### config.mk
export PLATFORM = sky130hd
export DESIGN_NAME = lut_neuron_pipe_flat
export DESIGN_NICKNAME = d
export VERILOG_FILES = /design/src/rtl/lut_neuron_pipe_if.sv /design/src/rtl/lut_neuron_pipe.sv /design/src/flat_wrapper.sv
export SDC_FILE = /design/constraint.sdc
export NUM_CORES = 1
export LEC_CHECK = 0
export CAP_MARGIN = 40
export CORE_MARGIN = 2
export CORE_UTILIZATION = 55
export CTS_CLUSTER_DIAMETER = 30
export DETAILED_ROUTE_END_ITERATION = 7
export PLACE_DENSITY_LB_ADDON = 0.1
export REMOVE_ABC_BUFFERS = 1
export SLEW_MARGIN = 30
export SYNTH_ARGS = -nofsm -noshare
export SYNTH_HDL_FRONTEND = slang
export SYNTH_SLANG_ARGS = --single-unit
### constraint.sdc
create_clock -name clk -period 6.74 [get_ports clk]
set_input_delay 2.022 -clock clk [delete_from_list [all_inputs] [get_ports clk]]
set_output_delay 2.022 -clock clk [all_outputs]
set_load 0.01 [all_outputs]
### src/rtl/lut_neuron_pipe_if.sv
// Lookup / configuration bus of the LUT neuron. The master drives requests,
// writes and result back-pressure; the slave (the LUT block) answers.
interface lut_neuron_pipe_if #(
  parameter int IN_BITS  = 8,
  parameter int OUT_BITS = 1
);
  // Lookup request channel
  logic                in_valid;
  logic                in_ready;
  logic [IN_BITS-1:0]  in_data;
  // Lookup result channel
  logic                out_valid;
  logic                out_ready;
  logic [OUT_BITS-1:0] out_data;
  // Table write channel
  logic                cfg_we;
  logic [IN_BITS-1:0]  cfg_addr;
  logic [OUT_BITS-1:0] cfg_data;
  logic                cfg_ready;
  // Status
  logic                busy;

  modport slave (
    input  in_valid, in_data, out_ready, cfg_we, cfg_addr, cfg_data,
    output in_ready, out_valid, out_data, cfg_ready, busy
  );

  modport master (
    output in_valid, in_data, out_ready, cfg_we, cfg_addr, cfg_data,
    input  in_ready, out_valid, out_data, cfg_ready, busy
  );
endinterface

### src/rtl/lut_neuron_pipe.sv
// LUT neuron: a 2^IN_BITS x OUT_BITS lookup table held in distributed memory.
// After reset the whole table is swept to CLR_VAL, one entry per cycle; then
// the block serves single-cycle-latency lookups with a valid/ready output
// register and accepts table writes on the cfg channel.
module lut_neuron_pipe #(
  parameter int                  IN_BITS  = 8,
  parameter int                  OUT_BITS = 1,
  parameter logic [OUT_BITS-1:0] CLR_VAL  = '0
) (
  input logic              clk,
  input logic              rst,
  lut_neuron_pipe_if.slave bus
);

  localparam int DEPTH = 1 << IN_BITS;

  typedef enum logic {
    CLEAR = 1'b0,
    RUN   = 1'b1
  } state_e;

  state_e state_q, state_d;

  logic [IN_BITS-1:0]  cnt_q, cnt_d;
  logic [OUT_BITS-1:0] mem_q [DEPTH];

  logic                out_valid_q, out_valid_d;
  logic [OUT_BITS-1:0] out_data_q,  out_data_d;

  logic                mem_we;
  logic [IN_BITS-1:0]  mem_waddr;
  logic [OUT_BITS-1:0] mem_wdata;
  logic                in_accept;
  logic                run;

  // State and clear-counter register.
  always_ff @(posedge clk) begin
    // NOTE: sequential state is updated with non-blocking assignments so every
    // register in the block samples the pre-edge values of the others.
    if (rst) begin
      state_q <= CLEAR;
      cnt_q   <= '0;
    end else begin
      state_q <= state_d;
      cnt_q   <= cnt_d;
    end
  end

  // Next state: leave CLEAR on the cycle the last entry is written; the
  // counter wrapping back to 0 never re-enters CLEAR.
  always_comb begin
    // NOTE: every combinational output is given a default first, so no path
    // through the block leaves a signal unassigned and no latch is inferred.
    state_d = state_q;
    cnt_d   = cnt_q;
    unique case (state_q)
      CLEAR: begin
        cnt_d = cnt_q + 1'b1;
        if (cnt_q == IN_BITS'(DEPTH - 1)) begin
          state_d = RUN;
        end
      end
      RUN: begin
        state_d = RUN;
      end
      default: begin
        state_d = CLEAR;
      end
    endcase
  end

  // Outputs of the control FSM: status, ready flags and the table write port.
  always_comb begin
    run       = 1'b0;
    mem_we    = 1'b0;
    mem_waddr = cnt_q;
    mem_wdata = CLR_VAL;
    unique case (state_q)
      CLEAR: begin
        // Clear sweep owns the write port; cfg writes are dropped here.
        mem_we    = 1'b1;
        mem_waddr = cnt_q;
        mem_wdata = CLR_VAL;
      end
      RUN: begin
        run       = 1'b1;
        mem_we    = bus.cfg_we;
        mem_waddr = bus.cfg_addr;
        mem_wdata = bus.cfg_data;
      end
      default: begin
        run = 1'b0;
      end
    endcase
  end

  // Table storage: one write port (clear sweep or cfg), read at lookup accept.
  always_ff @(posedge clk) begin
    // NOTE: the table has no reset branch; its contents are defined by the
    // clear sweep that follows every reset, which keeps it in plain LUT RAM.
    if (mem_we) begin
      mem_q[mem_waddr] <= mem_wdata;
    end
  end

  // A lookup is taken when the output register is empty or being drained.
  assign in_accept = bus.in_valid && bus.in_ready;

  // Output register next-state: load on accept, drop valid after a drain
  // with no new lookup, otherwise hold.
  always_comb begin
    out_valid_d = out_valid_q;
    out_data_d  = out_data_q;
    if (in_accept) begin
      out_valid_d = 1'b1;
      // Reading the registered table gives the pre-write value when a cfg
      // write hits the same address in this cycle.
      out_data_d  = mem_q[bus.in_data];
    end else if (bus.out_ready) begin
      out_valid_d = 1'b0;
    end
  end

  // Output register; reset discards any pending result.
  always_ff @(posedge clk) begin
    if (rst) begin
      out_valid_q <= 1'b0;
      out_data_q  <= '0;
    end else begin
      out_valid_q <= out_valid_d;
      out_data_q  <= out_data_d;
    end
  end

  assign bus.busy      = !run;
  assign bus.cfg_ready = run;
  assign bus.in_ready  = run && (!out_valid_q || bus.out_ready);
  assign bus.out_valid = out_valid_q;
  assign bus.out_data  = out_data_q;

endmodule

### src/flat_wrapper.sv
// flat-port wrapper written by rule: the top's interface ports become plain ports
module lut_neuron_pipe_flat 
#(
  parameter int                  IN_BITS  = 8,
  parameter int                  OUT_BITS = 1,
  parameter logic [OUT_BITS-1:0] CLR_VAL  = '0
)
  (clk, rst, bus_in_valid, bus_in_data, bus_out_ready, bus_cfg_we, bus_cfg_addr, bus_cfg_data, bus_in_ready, bus_out_valid, bus_out_data, bus_cfg_ready, bus_busy);
  lut_neuron_pipe_if #(.IN_BITS(IN_BITS), .OUT_BITS(OUT_BITS)) bus_i ();
  input logic clk;
  input logic rst;
  input wire logic [$bits(bus_i.in_valid)-1:0] bus_in_valid;
  input wire logic [$bits(bus_i.in_data)-1:0] bus_in_data;
  input wire logic [$bits(bus_i.out_ready)-1:0] bus_out_ready;
  input wire logic [$bits(bus_i.cfg_we)-1:0] bus_cfg_we;
  input wire logic [$bits(bus_i.cfg_addr)-1:0] bus_cfg_addr;
  input wire logic [$bits(bus_i.cfg_data)-1:0] bus_cfg_data;
  output wire logic [$bits(bus_i.in_ready)-1:0] bus_in_ready;
  output wire logic [$bits(bus_i.out_valid)-1:0] bus_out_valid;
  output wire logic [$bits(bus_i.out_data)-1:0] bus_out_data;
  output wire logic [$bits(bus_i.cfg_ready)-1:0] bus_cfg_ready;
  output wire logic [$bits(bus_i.busy)-1:0] bus_busy;
  assign bus_i.in_valid = bus_in_valid;
  assign bus_i.in_data = bus_in_data;
  assign bus_i.out_ready = bus_out_ready;
  assign bus_i.cfg_we = bus_cfg_we;
  assign bus_i.cfg_addr = bus_cfg_addr;
  assign bus_i.cfg_data = bus_cfg_data;
  assign bus_in_ready = bus_i.in_ready;
  assign bus_out_valid = bus_i.out_valid;
  assign bus_out_data = bus_i.out_data;
  assign bus_cfg_ready = bus_i.cfg_ready;
  assign bus_busy = bus_i.busy;
  lut_neuron_pipe #(.IN_BITS(IN_BITS), .OUT_BITS(OUT_BITS), .CLR_VAL(CLR_VAL)) u_core (.clk(clk), .rst(rst), .bus(bus_i));
endmodule
==> results of run 1 <==
tightest hold or removal path, stage by stage (launching register included):
cell and delay (ns):
dfxtp_1 0.32, nand2_1 0.06, a31oi_1 0.06
worst max path at each step:
stage | from | endpoint | slack, ns | depth (start not counted)
after floorplan | bus_cfg_data | u_core.mem_q[0] | 0.62 | 1
after global placement | bus_out_ready | bus_in_ready | 1.42 | 4
after detailed placement | bus_out_ready | bus_in_ready | 1.43 | 4
after CTS | bus_out_ready | bus_in_ready | 1.43 | 4
after global routing | bus_out_ready | bus_in_ready | 1.39 | 4
final | bus_out_ready | bus_in_ready | 1.43 | 4
placed cells by master (no fill, tap or decap), types with 8 or more instances in the layout:
cell	netlist	final
nor2_1	271	271
edfxtp_1	256	256
mux4_2	56	56
nand2_1	52	52
clkbuf_16	0	51
nand3_1	29	29
clkdlybuf4s50_1	0	23
mux2i_1	17	17
a21oi_1	12	12
o21ai_0	11	11
clkinv_2	0	11
dfxtp_1	11	11
bufinv_16	0	10
a22oi_1	9	9
buf_6	5	9
nor2b_1	8	8
clkinv_1	1	8
buf_4	3	8
sequential cells by signal (all words and copies together) (netlist names):
register              cells
u_core.cnt_q              8
u_core.state_q            1
u_core.bus.out_data       1
u_core.bus.out_valid      1
u_core.mem_q            256
per-stage QoR:
stage	hold slack [ns]	util, %
2_1_floorplan	0.478	-
3_3_place_gp	0.483	58.3
3_5_place_dp	0.487	59.1
4_1_cts	0.494	67.3
5_1_grt	0.529	67.6
6_report	0.492	67.6
per-layer routing:
metal	vias to the layer above	share of wire (%)
li1	3379	-
met5	-	0
met4	0	3.6
met2	336	48
met3	73	7.7
met1	3884	41
power groups by stage:
stage          registers, W  logic [W]  clock network [W]
6_report            0.00180   0.000180            0.00256
3_5_place_dp        0.00183   0.000177                  0
3_3_place_gp        0.00183   0.000164                  0
5_1_grt             0.00180   0.000191            0.00266
4_1_cts             0.00180   0.000179            0.00258
2_1_floorplan       0.00183  0.0000847                  0
logic make-up after synthesis:
logic type | share of synthesized area (%)
xor+xnor | 0.293
compound gates | 4.57
fa+ha+maj | 0.105
mux | 12.6
flops | 66.1
buf+inv | 2.66
simple gates | 13.6
cell type report:
cell class	count	share of cell area, %
sequential	267	55.3
multi-input combinational	553	26.3
clock buffer	59	9.21
timing repair buffer	49	3.60
clock inverter	33	2.97
tap	275	2.41
inverter	9	0.236
==> impl_metrics.json, run 1 <==
{
  "status": "finished, final reports clean",
  "cts_tree": "yes",
  "ys_types": 60,
  "dr_total_vias": 7672,
  "cp_num_buf_inv": 2,
  "nNetsFinal": 952,
  "synth_area_sq_um": 12000,
  "grt_max_degree": 207,
  "area_growth_pct": 19.5,
  "ff2ff_path_depth": 6,
  "drt_wl_total_um": 28900,
  "coreArea_sq_um": 21200,
  "yosysWarnings": 0,
  "gp_congestion": 0.793,
  "syn_inst": 889,
  "io_buffers": 26,
  "setup_viol": 0,
  "grt_pass1_vias": 7609,
  "grt_usage_pct": 26.1,
  "post-route-drc-count": 0,
  "ir_worst_vdd_mv": 0.219,
  "synth-seq-cells": 267,
  "ant_nets": 0,
  "period_share_pct": 78.8,
  "synthFlopType": "edfxtp_1",
  "rrSetupSlack_ns": 3.77,
  "diodes": 0,
  "dp_hpwl_um": 17900,
  "clk_pin_slew_ns": 0.05,
  "grt_pass1_wl_um": 43500,
  "top_usage_layer": "met2",
  "viasPerCell": 6.16,
  "cts_buffers": 49,
  "cts_root_buf": "clkbuf_16",
  "pwr-share-clk_pct": 56.3,
  "min_from": "u_core.bus.out_data",
  "min_period_ns": 5.31,
  "powerDensity_nw_per_um2": 318,
  "swShare_pct": 19.9,
  "clockBufferDepth": 3,
  "slowest_delay_ns": 0.55,
  "drtPass1Iterations": 4,
  "initial_core_util_pct": 56.5,
  "critPathCaptureType": "output pin",
  "syn_avg_cell_area_sq_um": 13.5,
  "p_total_w": 0.00454,
  "switchingPower_w": 0.000903,
  "synth_edf_count": 256,
  "ctsResizeCount": 0,
  "cp_slowest_cell": "clkdlybuf4s50_1",
  "fin_skew_ns": 0.0179,
  "yosysTopAreaCell": "edfxtp_1",
  "ff_latch_area_sq_um": 7910,
  "tightestPinTransition_ns": 0.902,
  "synth_most_common_cell": "nor2_1",
  "htree_levels": 2,
  "hold_viol": 0,
  "clock_sinks": 267,
  "fin_cells": 1245,
  "drt_iter0_markers": 750,
  "tns_ns": 0,
  "holdPathStages": 2,
  "use_met2_pct": 41.0,
  "grtUsageMet1_pct": 35.1,
  "path_max_fanout": 3,
  "post_cts_buffers": 0,
  "critical_path.top_delay_family": "buffers and inverters",
  "fill_cells": 1493,
  "startpoint_type": "input port",
  "synth_seq_area_share_pct": 66.1,
  "multiInputGateArea_sq_um": 3750,
  "fmaxAchievable_mhz": 188,
  "wl_per_cell_um": 23.2,
  "drive_gt1_share_pct": 18.2,
  "worstReg2RegEnd": "u_core.mem_q[47]",
  "dpl_worst_slack_ns": 1.43,
  "p_comb_share_pct": 4.0,
  "path_cells": "clkdlybuf4s50_1, nand2b_1, and2_1, clkdlybuf4s50_1",
  "insertion_delay_ns": 0.54,
  "crit_arrival_ns": 3.29,
  "regToRegStartpoint": "u_core.state_q",
  "cts_hold_buf": 0,
  "die_h_um": 151,
  "synth_top_area_share_pct": 64.3,
  "grt_setup_unrepaired": "false",
  "dp_cells": 1148,
  "crit_top_cell": "clkdlybuf4s50_1",
  "hold_class": "reg -> reg",
  "cp.required_ns": 4.72,
  "synth_common_cells": "nor2_1, edfxtp_1, mux4_2",
  "seqPwrFrac_pct": 39.7,
  "synthTopCellsByArea": "edfxtp_1, mux4_2, nor2_1",
  "critPathKind": "in -> out",
  "maxCapViolCount": 0,
  "whs_endpoint": "u_core.bus.out_data",
  "async_reset_ff_share_pct": 0,
  "worst_slack_ns": 1.43,
  "met3_usage_pct": 6.29,
  "p_int_w": 0.00364,
  "placed_cell_area_sq_um": 12500,
  "drv_slew": 0,
  "relSlewSlack_pct": 39.7,
  "io_pins": 27,
  "p_leak_nw": 4.60,
  "dieArea_sq_um": 22900,
  "antenna_found_initial": 0,
  "dieWidth_um": 151,
  "overflow": 0,
  "rows": 53,
  "post-route-cell-area_sq_um": 14300
}
Note: power is estimated with default switching activity, not from simulation.
==> run 2: changes to the inputs <==
==> constraint.sdc (replaced) <==
create_clock -name clk -period 4.6 [get_ports clk]
set_input_delay 1.38 -clock clk [delete_from_list [all_inputs] [get_ports clk]]
set_output_delay 1.38 -clock clk [all_outputs]
set_load 0.01 [all_outputs]
==> run 2 against run 1 <==
Net effect:
- non-clock buffer count rose by 13
- flip-flop and latch count unchanged
- die area is the same
- largest power group unchanged
- critical endpoint unchanged
- combinational power up 48%
- routed wire length up 1.6%
- final cell count increased by 1.2%
==> impl_metrics.json, run 2 (synthesis results as in run 1) <==
{
  "status": "finished, final reports clean",
  "antenna_found_initial": 0,
  "startpoint_type": "input port",
  "path_max_fanout": 3,
  "nNetsFinal": 967,
  "min_period_ns": 4.05,
  "worstReg2RegEnd": "u_core.mem_q[72]",
  "grt_usage_pct": 26.7,
  "tightestPinTransition_ns": 0.900,
  "worst_slack_ns": 0.553,
  "relSlewSlack_pct": 39.3,
  "rrSetupSlack_ns": 1.64,
  "fill_cells": 1469,
  "clock_sinks": 267,
  "dr_total_vias": 7729,
  "post_cts_buffers": 0,
  "post-route-drc-count": 0,
  "cts_hold_buf": 0,
  "cts_tree": "yes",
  "tns_ns": 0,
  "rows": 53,
  "cts_root_buf": "clkbuf_16",
  "dpl_worst_slack_ns": 0.566,
  "drive_gt1_share_pct": 20.2,
  "grt_pass1_wl_um": 44400,
  "maxCapViolCount": 0,
  "ff_latch_area_sq_um": 7910,
  "overflow": 0,
  "ant_nets": 0,
  "mostFrequentLayoutCell": "nor2_1",
  "multiInputGateArea_sq_um": 3740,
  "drv_slew": 0,
  "io_buffers": 26,
  "ff2ff_path_depth": 5,
  "cts_buffers": 51,
  "largest_reg_flops": 256,
  "regMostFlops": "u_core.mem_q",
  "crit_arrival_ns": 2.67,
  "dieArea_sq_um": 22900,
  "grt_max_degree": 105,
  "final_cell_mix": "nor2_1, edfxtp_1, mux4_2",
  "powerDensity_nw_per_um2": 465,
  "fin_skew_ns": 0.0145,
  "drt_wl_total_um": 29300,
  "fin_cells": 1260,
  "viasPerCell": 6.13,
  "initial_core_util_pct": 56.5,
  "holdPathStages": 2,
  "critPathKind": "in -> out",
  "whs_endpoint": "u_core.bus.out_valid",
  "regToRegStartpoint": "u_core.state_q",
  "area_growth_pct": 20.4,
  "min_from": "u_core.bus.out_valid",
  "setup_viol": 0,
  "period_share_pct": 88.0,
  "coreArea_sq_um": 21200,
  "dieWidth_um": 151,
  "grt_setup_unrepaired": "false",
  "p_leak_nw": 4.65,
  "ctsResizeCount": 0,
  "gp_congestion": 0.814,
  "diodes": 0,
  "reg_top3": "u_core.mem_q x256, u_core.cnt_q x8",
  "io_pins": 27,
  "insertion_delay_ns": 0.54,
  "clk_pin_slew_ns": 0.04,
  "dp_cells": 1166,
  "drtPass1Iterations": 5,
  "wl_per_cell_um": 23.3,
  "dp_hpwl_um": 18000,
  "fmaxAchievable_mhz": 247,
  "hold_viol": 0,
  "die_h_um": 151,
  "htree_levels": 2,
  "grt_pass1_vias": 7739,
  "cp.required_ns": 3.22,
  "clockBufferDepth": 3,
  "critPathCaptureType": "output pin",
  "hold_class": "reg -> reg",
  "drt_iter0_markers": 868,
  "ir_worst_vdd_mv": 0.375
}
-- run 2: how the worst max path moves through the flow --
stage	startpoint	to	slack, ns	depth (start not counted)
floorplan	bus_cfg_data	u_core.mem_q[0]	-0.87	1
global placement	bus_out_ready	bus_in_ready	0.57	4
detailed placement	bus_out_ready	bus_in_ready	0.57	4
CTS	bus_out_ready	bus_in_ready	0.57	4
global route	bus_out_ready	bus_in_ready	0.52	4
finish	bus_out_ready	bus_in_ready	0.55	4
-- run 2: stage by stage --
step	total power (W)	area, sq um	hold WS [ns]	util, %
after floorplan	0.00281	11700	0.478	-
after global placement	0.00294	12500	0.479	59.3
after detailed placement	0.00295	12600	0.488	59.6
after CTS	0.00673	14400	0.494	68.1
after global routing	0.00686	14400	0.527	68.1
final	0.00669	14400	0.500	68.1
-- run 2: area by class of cell --
cell class / count / share of cell area (%)
Clock buffer: 61 / 9.70
Clock inverter: 33 / 2.75
Inverter: 9 / 0.235
Multi-Input combinational cell: 553 / 26.0
Sequential cell: 267 / 54.9
Tap cell: 275 / 2.39
Timing Repair Buffer: 62 / 4.02
-- run 2: routing by layer --
| layer | global-route usage [%] | up-vias | wire, um |
|---|---|---|---|
| met4 | 10.5 | 0 | 1040 |
| met3 | 5.21 | 77 | 2580 |
| met1 | 35.9 | 3848 | 11300 |
| met5 | 0 | - | 0 |
| li1 | - | 3415 | - |
| met2 | 43.6 | 389 | 14400 |
-- run 2: where the power goes --
part / total, W / leakage [nW] / switching [W] / internal [W]
sequential: 0.00264 / 2.50 / 0.00000540 / 0.00263
combinational: 0.000266 / 1.29 / 0.000155 / 0.000111
clock: 0.00379 / 0.859 / 0.00122 / 0.00256
-- run 2: critical path, stage by stage --
cell             delay, ns
clkdlybuf4s50_1       0.45
nand2b_1              0.12
and2_1                0.17
clkdlybuf4s50_1       0.55
==> run 3: changes to the inputs <==
--- a/config.mk
+++ b/config.mk
@@ -12,7 +12,9 @@
 export DETAILED_ROUTE_END_ITERATION = 7
 export PLACE_DENSITY_LB_ADDON = 0.1
 export REMOVE_ABC_BUFFERS = 1
+export SKIP_LAST_GASP = 1
 export SLEW_MARGIN = 30
 export SYNTH_ARGS = -nofsm -noshare
 export SYNTH_HDL_FRONTEND = slang
 export SYNTH_SLANG_ARGS = --single-unit
+export TNS_END_PERCENT = 5
==> results of run 3 <==
Final layout, timing and power as in run 2 (identical DEF).
